===== src/rtl/seq_alu_mdu.sv =====
// seq_alu_mdu: handshaked execute-stage ALU.
// RV32I base ops complete in one cycle. RV32M multiply/divide ops run
// iteratively, one bit per cycle, on the same request/response channel.
//
// Optional feature macro: ALU_MDU_EN
//   defined   : opcodes 16-23 (MUL..REMU) execute on the radix-2 datapath
//   undefined : the multiply/divide datapath and CALC/FIX states are not
//               built; opcodes 16-23 report illegal with latency 1
//
// Ports:
//   clk, rst            rising-edge clock, asynchronous active-high reset
//   in_valid, in_ready  request handshake (in_ready only in IDLE)
//   ALUop, inputA/B     opcode and operands, latched on acceptance
//   out_valid/out_ready response handshake (result held until taken)
//   ALUResult           registered result
//   negative, zero      flags registered together with ALUResult
//   illegal             the last accepted opcode was unsupported
module seq_alu_mdu #(
    parameter int WIDTH   = 32,
    parameter int SHAMT_W = $clog2(WIDTH)
) (
    input  logic             clk,
    input  logic             rst,
    input  logic             in_valid,
    output logic             in_ready,
    input  logic [4:0]       ALUop,
    input  logic [WIDTH-1:0] inputA,
    input  logic [WIDTH-1:0] inputB,
    output logic             out_valid,
    input  logic             out_ready,
    output logic [WIDTH-1:0] ALUResult,
    output logic             negative,
    output logic             zero,
    output logic             illegal
);

    localparam logic [4:0] OP_ADD  = 5'd0;
    localparam logic [4:0] OP_SUB  = 5'd1;
    localparam logic [4:0] OP_SLL  = 5'd2;
    localparam logic [4:0] OP_SLT  = 5'd3;
    localparam logic [4:0] OP_SLTU = 5'd4;
    localparam logic [4:0] OP_XOR  = 5'd5;
    localparam logic [4:0] OP_SRL  = 5'd6;
    localparam logic [4:0] OP_SRA  = 5'd7;
    localparam logic [4:0] OP_OR   = 5'd8;
    localparam logic [4:0] OP_AND  = 5'd9;

`ifdef ALU_MDU_EN
    localparam logic [4:0] OP_MUL    = 5'd16;
    localparam logic [4:0] OP_MULH   = 5'd17;
    localparam logic [4:0] OP_MULHSU = 5'd18;
    localparam logic [4:0] OP_DIV    = 5'd20;
    localparam logic [4:0] OP_REM    = 5'd22;
    localparam logic [WIDTH-1:0] MIN_VAL = {1'b1, {(WIDTH-1){1'b0}}};

    typedef enum logic [1:0] {IDLE = 2'd0, CALC = 2'd1, FIX = 2'd2, DONE = 2'd3} state_t;
`else
    typedef enum logic [1:0] {IDLE = 2'd0, DONE = 2'd3} state_t;
`endif

    state_t state, state_next;

    logic               accept;
    logic [SHAMT_W-1:0] shamt;
    logic [WIDTH-1:0]   imm_res;    // result of any latency-1 operation
    logic               imm_ill;
    logic [WIDTH-1:0]   result_d;
    logic               result_we;

    logic [WIDTH-1:0]   result_q;
    logic               neg_q;
    logic               zero_q;
    logic               ill_q;

    assign accept    = in_valid && in_ready;
    assign shamt     = inputB[SHAMT_W-1:0];
    assign in_ready  = (state == IDLE);
    assign out_valid = (state == DONE);
    assign ALUResult = result_q;
    assign negative  = neg_q;
    assign zero      = zero_q;
    assign illegal   = ill_q;

`ifdef ALU_MDU_EN
    // Decode of the M ops. The iterative core works on magnitudes; the
    // sign is restored in FIX.
    logic             is_m, is_div, is_rem, a_signed, b_signed, a_neg, b_neg;
    logic             div_zero, div_ovf, mul_zero, go_calc;
    logic [WIDTH-1:0] mag_a, mag_b, short_res;

    assign is_m     = (ALUop[4:3] == 2'b10);
    assign is_div   = ALUop[2];
    assign is_rem   = ALUop[2] & ALUop[1];
    assign a_signed = (ALUop == OP_MULH) || (ALUop == OP_MULHSU) ||
                      (ALUop == OP_DIV)  || (ALUop == OP_REM);
    assign b_signed = (ALUop == OP_MULH) || (ALUop == OP_DIV) || (ALUop == OP_REM);
    assign a_neg    = a_signed & inputA[WIDTH-1];
    assign b_neg    = b_signed & inputB[WIDTH-1];
    assign mag_a    = a_neg ? -inputA : inputA;
    assign mag_b    = b_neg ? -inputB : inputB;

    assign div_zero = is_div && (inputB == '0);
    assign div_ovf  = is_div && b_signed && (inputA == MIN_VAL) && (inputB == '1);
    assign mul_zero = !is_div && ((inputA == '0) || (inputB == '0));
    assign go_calc  = is_m && !(div_zero || div_ovf || mul_zero);

    assign short_res = div_zero ? (is_rem ? inputA : '1) :
                       div_ovf  ? (is_rem ? '0 : MIN_VAL) : '0;

    // Shared iteration registers: hi/lo hold the product (multiply) or
    // remainder/quotient (divide); mcand holds multiplicand or divisor.
    logic [SHAMT_W-1:0]   count_q;
    logic [WIDTH-1:0]     hi_q, lo_q, mcand_q;
    logic                 div_q, rem_q, low_q, res_neg_q;
    logic [WIDTH:0]       mul_sum, div_shift, div_sub;
    logic [2*WIDTH-1:0]   prod_full, prod_fix;
    logic [WIDTH-1:0]     fix_res;

    assign mul_sum   = {1'b0, hi_q} + (lo_q[0] ? {1'b0, mcand_q} : '0);
    assign div_shift = {hi_q, lo_q[WIDTH-1]};
    assign div_sub   = div_shift - {1'b0, mcand_q};   // MSB set: divisor does not fit

    assign prod_full = {hi_q, lo_q};
    assign prod_fix  = res_neg_q ? -prod_full : prod_full;
    assign fix_res   = div_q ? (rem_q ? (res_neg_q ? -hi_q : hi_q)
                                      : (res_neg_q ? -lo_q : lo_q))
                             : (low_q ? prod_fix[WIDTH-1:0] : prod_fix[2*WIDTH-1:WIDTH]);

    // NOTE: the iteration registers get an async reset like everything else;
    // they are plain flops, not a memory, so it costs nothing to keep them defined.
    always_ff @(posedge clk or posedge rst) begin
        if (rst) begin
            count_q   <= '0;
            hi_q      <= '0;
            lo_q      <= '0;
            mcand_q   <= '0;
            div_q     <= 1'b0;
            rem_q     <= 1'b0;
            low_q     <= 1'b0;
            res_neg_q <= 1'b0;
        end else if (accept && go_calc) begin
            count_q   <= SHAMT_W'(WIDTH - 1);
            hi_q      <= '0;
            div_q     <= is_div;
            rem_q     <= is_rem;
            low_q     <= (ALUop == OP_MUL);
            res_neg_q <= is_rem ? a_neg : (a_neg ^ b_neg);
            lo_q      <= is_div ? mag_a : mag_b;
            mcand_q   <= is_div ? mag_b : mag_a;
        end else if (state == CALC) begin
            count_q <= count_q - SHAMT_W'(1);
            if (div_q) begin
                hi_q <= div_sub[WIDTH] ? div_shift[WIDTH-1:0] : div_sub[WIDTH-1:0];
                lo_q <= {lo_q[WIDTH-2:0], ~div_sub[WIDTH]};
            end else begin
                hi_q <= mul_sum[WIDTH:1];
                lo_q <= {mul_sum[0], lo_q[WIDTH-1:1]};
            end
        end
    end
`endif

    // NOTE: every signal driven here gets a default first so no path
    // through the case leaves it unassigned (which would infer a latch).
    always_comb begin
        imm_res = '0;
        imm_ill = 1'b0;
        case (ALUop)
            OP_ADD:  imm_res = inputA + inputB;
            OP_SUB:  imm_res = inputA - inputB;
            OP_SLL:  imm_res = inputA << shamt;
            OP_SLT:  imm_res = {{(WIDTH-1){1'b0}}, ($signed(inputA) < $signed(inputB))};
            OP_SLTU: imm_res = {{(WIDTH-1){1'b0}}, (inputA < inputB)};
            OP_XOR:  imm_res = inputA ^ inputB;
            OP_SRL:  imm_res = inputA >> shamt;
            OP_SRA:  imm_res = $signed(inputA) >>> shamt;
            OP_OR:   imm_res = inputA | inputB;
            OP_AND:  imm_res = inputA & inputB;
            default: imm_ill = 1'b1;
        endcase
`ifdef ALU_MDU_EN
        if (is_m) begin
            imm_ill = 1'b0;
            imm_res = short_res;
        end
`endif
    end

    always_comb begin
        result_we = accept;
        result_d  = imm_res;
`ifdef ALU_MDU_EN
        if (accept && go_calc) result_we = 1'b0;
        if (state == FIX) begin
            result_we = 1'b1;
            result_d  = fix_res;
        end
`endif
    end

    always_comb begin
        state_next = state;
        case (state)
            IDLE: if (in_valid) begin
                state_next = DONE;
`ifdef ALU_MDU_EN
                if (go_calc) state_next = CALC;
`endif
            end
`ifdef ALU_MDU_EN
            CALC: if (count_q == '0) state_next = FIX;
            FIX:  state_next = DONE;
`endif
            DONE: if (out_ready) state_next = IDLE;
            default: state_next = IDLE;
        endcase
    end

    // NOTE: clocked state uses non-blocking assignments so every flop
    // samples pre-edge values regardless of block ordering.
    always_ff @(posedge clk or posedge rst) begin
        if (rst) state <= IDLE;
        else     state <= state_next;
    end

    // Flags are computed from the value being written so they always
    // match the registered result (and are all zero out of reset).
    always_ff @(posedge clk or posedge rst) begin
        if (rst) begin
            result_q <= '0;
            neg_q    <= 1'b0;
            zero_q   <= 1'b0;
            ill_q    <= 1'b0;
        end else begin
            if (accept) ill_q <= imm_ill;
            if (result_we) begin
                result_q <= result_d;
                neg_q    <= result_d[WIDTH-1];
                zero_q   <= (result_d == '0);
            end
        end
    end

endmodule


===== config.mk =====
export PLATFORM = sky130hd
export DESIGN_NAME = seq_alu_mdu
export DESIGN_NICKNAME = d
export VERILOG_FILES = /design/src/rtl/seq_alu_mdu.sv
export SDC_FILE = /design/constraint.sdc
export NUM_CORES = 1
export LEC_CHECK = 0
export CELL_PAD_IN_SITES_DETAIL_PLACEMENT = 0
export CELL_PAD_IN_SITES_GLOBAL_PLACEMENT = 1
export CORE_ASPECT_RATIO = 0.9
export CORE_MARGIN = 10
export CORE_UTILIZATION = 25
export CTS_CLUSTER_DIAMETER = 150
export DETAILED_ROUTE_END_ITERATION = 12
export PLACE_DENSITY_LB_ADDON = 0.25
export SYNTH_ARGS = -nofsm -noshare
export SYNTH_HDL_FRONTEND = slang
export SYNTH_SLANG_ARGS = --single-unit

===== constraint.sdc =====
create_clock -name clk -period 1.9 [get_ports clk]
set_input_delay 0.285 -clock clk [delete_from_list [all_inputs] [get_ports clk]]
set_output_delay 0.285 -clock clk [all_outputs]
set_load 0.01 [all_outputs]

; Word level (Yosys, flattened, before mapping)
; Cells that the tools add are included.
[classes]
reduce_logical = 6
n_addsub = 2
eq_ne = 12
magnitude_cmp = 2
bitwise = 3
n_shift = 3
muxes = 5
[ops]
columns = operator, n
row1 = one-hot mux 32 bit (10 select lines), 1
row2 = less-than comparator 32 bit, 2
row3 = adder 32 bit, 1
row4 = AND 32 bit, 1
row5 = logical NOT 32 bit, 1
row6 = OR 32 bit, 1
row7 = << shifter 32 x 5 -> 32 bit, 1
row8 = right shift 32 x 5 -> 32 bit, 1
row9 = >>> shifter 32 x 5 -> 32 bit, 1
row10 = subtractor 32 bit, 1
row11 = bitwise XOR 32 bit, 1
row12 = "== test 5 x 3 -> 1 bit, second input constant", 4
row13 = "== test 5 x 2 -> 1 bit, second input constant", 2
row14 = "== test 5 x 4 -> 1 bit, second input constant", 2
row15 = OR reduction 10 bit, 1
row16 = "== test 5 x 1 -> 1 bit, second input constant", 1
row17 = logical NOT 5 bit, 1
row18 = 2-to-1 mux 2 bit, 2
row19 = one-hot mux 2 bit (2 select lines), 1
row20 = "== test 2 bit, second input constant", 1
row21 = logical NOT 2 bit, 1
row22 = "inequality test 2 x 1 -> 1 bit, second input constant", 1
row23 = "inequality test 2 bit, second input constant", 1
row24 = AND reduction 2 bit, 1
row25 = other kinds (2), 2
[totals]
wordCells = 38
register_bits = 37

; Logic depth before layout (Yosys ltp)
[depth]
depth_word = 3
depth_mapped = 17
mapped_depth_nobuf = 14

; Worst setup path after synthesis
; Ideal clock, no wire load.
[synth_timing]
path_type = in2reg
startpoint = in inputB[2]
endpoint = reg zero_q (netlist: zero)
stages = 17
t_arrival_ns = 3.983
setup_slack_ns = -2.151
required_ns = 1.832
setup_ns = 0.068
path_cell_list = buf_2 > buf_2 > inv_1 > buf_2 > clkbuf_1 > ha_1 > nand2b_1 > o311ai_0 > a31oi_1 > nor3_1 > o31ai_1 > nand3_1 > o21a_1 > a221o_1 > a221oi_1 > and2_1 > a32o_1
[synth_via]
elab_chain_cells = 3
word_cells_on_any_way = 12
cone_classes = add/sub (2) / order compare (2) / shift (3) / mux (1) / bitwise (3) / reduce/logical (1)
[synth_lines]
columns = element, line
row1 = "start, declared", 28  ; input logic [WIDTH-1:0] inputB,
row2 = subtractor 32 bit (tied with other cells), 170  ; OP_SUB: imm_res = inputA - inputB;
row3 = one-hot mux 32 bit (10 select lines) (*), 168  ; case (ALUop)
row4 = logical NOT 32 bit (*), 239  ; zero_q <= (result_d == '0);
row5 = "end signal, assigned", 239
row6 = "end, declared", 72  ; logic zero_q;
; Every way passes the cells marked *; elsewhere a longest branch is shown, timed or not.
; A chain may end at the register's enable or synchronous reset.

; Final worst setup path
[layout_timing]
startpoint = in inputB[1]
endpoint = reg zero_q (netlist: zero)
; Same word-level chain as after synthesis.

==> impl_metrics.csv <==
group,metric,value,unit
run_status,outcome,"finished, violations left",
run_status,violations,"negative setup slack",
setup_path,worst_setup_path_start_kind,"primary input",
detailed_routing,drt-initial-drc-count,1851,
power,ir_drop,339,µV
finish,final_nets,2592,
timing,rsz0062_at_grt,"true",
clocking,clkSlewWorstSetupHoldPaths,0.05,ns
min_path,hold_path_class,"primary input to asynchronous set/reset pin",
finish,final_cell_area,22200,µm²
placement,dpl_cell_area,17800,µm²
clocking,cts_tree,"yes",
run,drv_cap,0,
synthesis,ys_ff_latch,35,
synthesis,synthTopCellsByCount,"nand2_1, nor2_1, a21oi_1",
floorplanning,dieArea,52700,µm²
grt,antenna_found_initial,2,
finish,drive_gt1_share,56.4,%
clocking,numCtsBuffers,5,
timing,fmaxAchievable,0.296,GHz
detailed_routing,routedWlPerCell,26.1,µm
synthesis,synth_edf_count,0,
setup_path,crit_arrival,3.60,ns
synthesis,yosysTopAreaCell,"ha_1",
grt,grt_pass1_wl,112000,µm
floorplanning,start_util,25.4,%
floorplanning,die_w,241,µm
timing,period_needed,3.38,ns
synthesis,yosysWarnings,0,
timing,hold_viol_final,0,
clocking,root_buffer,"clkbuf_16",
synthesis,netlist_area,11000,µm²
grt,grt_max_degree,49,
finish,regArea,876,µm²
setup_path,crit_required,2.12,ns
floorplanning,pin_count,110,
timing,fin_tns_setup,-28.87,ns
timing,fin_crit_sh,178,%
timing,worst_slew_pin_slew,0.634,ns
synthesis,synth_top_cell_area_share,11.3,%
detailed_routing,top_layer_used,"met5",
placement,routabilityCongestion,1.01,
synthesis,synth_fp_nets,1745,
finish,final_util,51.4,%
clocking,cts_buffer_depth,2,
timing,maxSlewViolCount,0,
clocking,clock-sinks,35,
synthesis,yosysUniqueCellTypes,82,
detailed_routing,ant_nets,0,
clocking,clk_latency,0.29,ns
grt,grt_pass1_vias,16700,
detailed_routing,drcViolationCount,0,
timing,slew_headroom,57.4,%
synthesis,ys.flop_type,"dfrtp_1",
finish,diodes,0,
detailed_routing,first_pass_iters,5,
synthesis,synthArstFlopShare,100,%
synthesis,yosysMostFrequentCell,"nand2_1",
setup_path,crit_fanout,6,
setup_path,path_class,"primary input to flip-flop",
synthesis,postSynthCellCount,1571,
timing,hold_ws,0.414,ns
placement,port_buffers,109,
detailed_routing,routed-wl-met3,5630,µm
floorplanning,die_y,219,µm
detailed_routing,wl_met2,34900,µm
synthesis,ys_seq_area_share,7.98,%
finish,fill_cells,4195,
placement,dp_hpwl,62600,µm
detailed_routing,vias,16600,
floorplanning,core_area,43200,µm²
timing,setup_violations,34,
power,power_density,387,nW/µm²
detailed_routing,drt-total-wl,77500,µm
synthesis,ys_top_cells_by_area,"ha_1, dfrtp_1, mux2i_1",
clocking,cts_htree_levels,2,
setup_path,end_kind,"flip-flop",
finish,area_delta_synth_final,102,%
finish,multi_input_area,11800,µm²
grt,grt_use_total,28.2,%
synthesis,syn_area_per_cell,6.99,µm²
timing,skew,0.00647,ns
grt,overflow,0,
detailed_routing,wl_met1,35100,µm
floorplanning,num_rows,72,
timing,finalWorstSetupSlack,-1.48,ns
detailed_routing,avgViaCountPerCell,5.57,
power,power.leakage,0.00988,µW
[logic make-up (layout without fill, tap and decap cells)]
| group | count (synthesis) | in the layout | share of synthesized area (%) |
|---|---|---|---|
| compound gates | 532 | 532 | 32.4 |
| xor+xnor | 23 | 23 | 1.84 |
| fa+ha+maj | 101 | 101 | 11.6 |
| buf+inv | 231 | 1079 | 8.70 |
| flops | 35 | 35 | 7.98 |
| mux | 130 | 130 | 15.4 |
| simple gates | 519 | 519 | 22.0 |
[where the power goes]
| group | internal [µW] | switching, µW | leakage (µW) |
|---|---|---|---|
| clock | 479 | 335 | 0.0000733 |
| sequential | 880 | 76.7 | 0.000451 |
| combinational | 3370 | 3460 | 0.00936 |
[per-stage QoR]
stage,total power [µW],cells,setup slack (ns)
floorplan,3310,1571,-1.35
global placement,6290,2795,-2.70
detailed placement,6290,2795,-2.66
CTS,8120,2932,-1.51
global route,9040,2974,-1.54
finish,8600,2974,-1.48
[registers in the layout (all words and copies together) (netlist names)]
signal / cells
ALUResult: 32
illegal: 1
state: 1
zero: 1
[layout make-up]
type                       instances  area share [%]
multi-input combinational       1305            53.4
timing repair buffer             968            37.0
sequential                        35            3.94
tap                              555            3.13
inverter                         103            1.92
clock buffer                       5           0.564
clock inverter                     3          0.0676
[final timing paths]
path	to	slack, ns	cells after the start	startpoint
max in group asynchronous	ALUResult[19]	1.15	3	rst
max reg2reg	zero	-0.46	10	state[0]
min	ALUResult[30]	0.41	3	rst
min reg2reg	ALUResult[28]	0.47	2	ALUResult[28]
min in group clk	ALUResult[28]	0.47	2	ALUResult[28]
max	zero	-1.48	20	inputB[1]
[critical path, stage by stage]
cell and delay, ns:
buf_12 0.11, buf_12 0.14, buf_12 0.13, buf_12 0.13, buf_12 0.12, buf_4 0.12
buf_6 0.11, buf_4 0.13, mux4_2 0.32, nor2_4 0.10, nor3_1 0.05, a31oi_1 0.24
a21oi_1 0.13, a211oi_2 0.26, buf_4 0.20, nand2_1 0.07, nor4_2 0.15, nand4_1 0.33
nor4_4 0.25, a32o_1 0.19
[what timing repair did]
item                                    4_1_cts  5_1_grt
endpoints found under the setup margin       34       34
cloned                                        0        2
hold buffers                                  0        0
gates resized for setup                     624      179
pin swaps                                   175      117
setup buffers                               139       49
[cells in the final DEF, fill, tap and decap left out, types with 13 or more instances in the layout]
| cell | n |
|---|---|
| nor3_1 | 27 |
| mux4_2 | 26 |
| buf_2 | 15 |
| nand3_1 | 26 |
| a22oi_1 | 13 |
| xnor2_1 | 21 |
| a21oi_2 | 37 |
| o211ai_1 | 27 |
| nand2b_1 | 15 |
| buf_6 | 96 |
| a21oi_4 | 15 |
| mux2i_1 | 48 |
| mux2i_4 | 13 |
| nand2_1 | 162 |
| inv_1 | 66 |
| nand4_1 | 17 |
| ha_4 | 32 |
| o21ai_0 | 62 |
| o21ai_1 | 28 |
| o21ai_2 | 21 |
| clkdlybuf4s50_1 | 47 |
| mux2_2 | 24 |
| nand2_2 | 18 |
| buf_12 | 24 |
| nor2_1 | 109 |
| a21oi_1 | 69 |
| inv_2 | 27 |
| o22ai_1 | 13 |
| ha_1 | 55 |
| buf_4 | 736 |
| dlygate4sd2_1 | 23 |
| dfrtp_1 | 35 |
[per-layer routing]
metal	vias to the layer above	track usage, %
li1	7549	-
met1	8267	39.3
met2	642	45.3
met3	93	4.37
met4	2	5.65
met5	-	0
No activity file was read; power rests on OpenSTA's default activity.
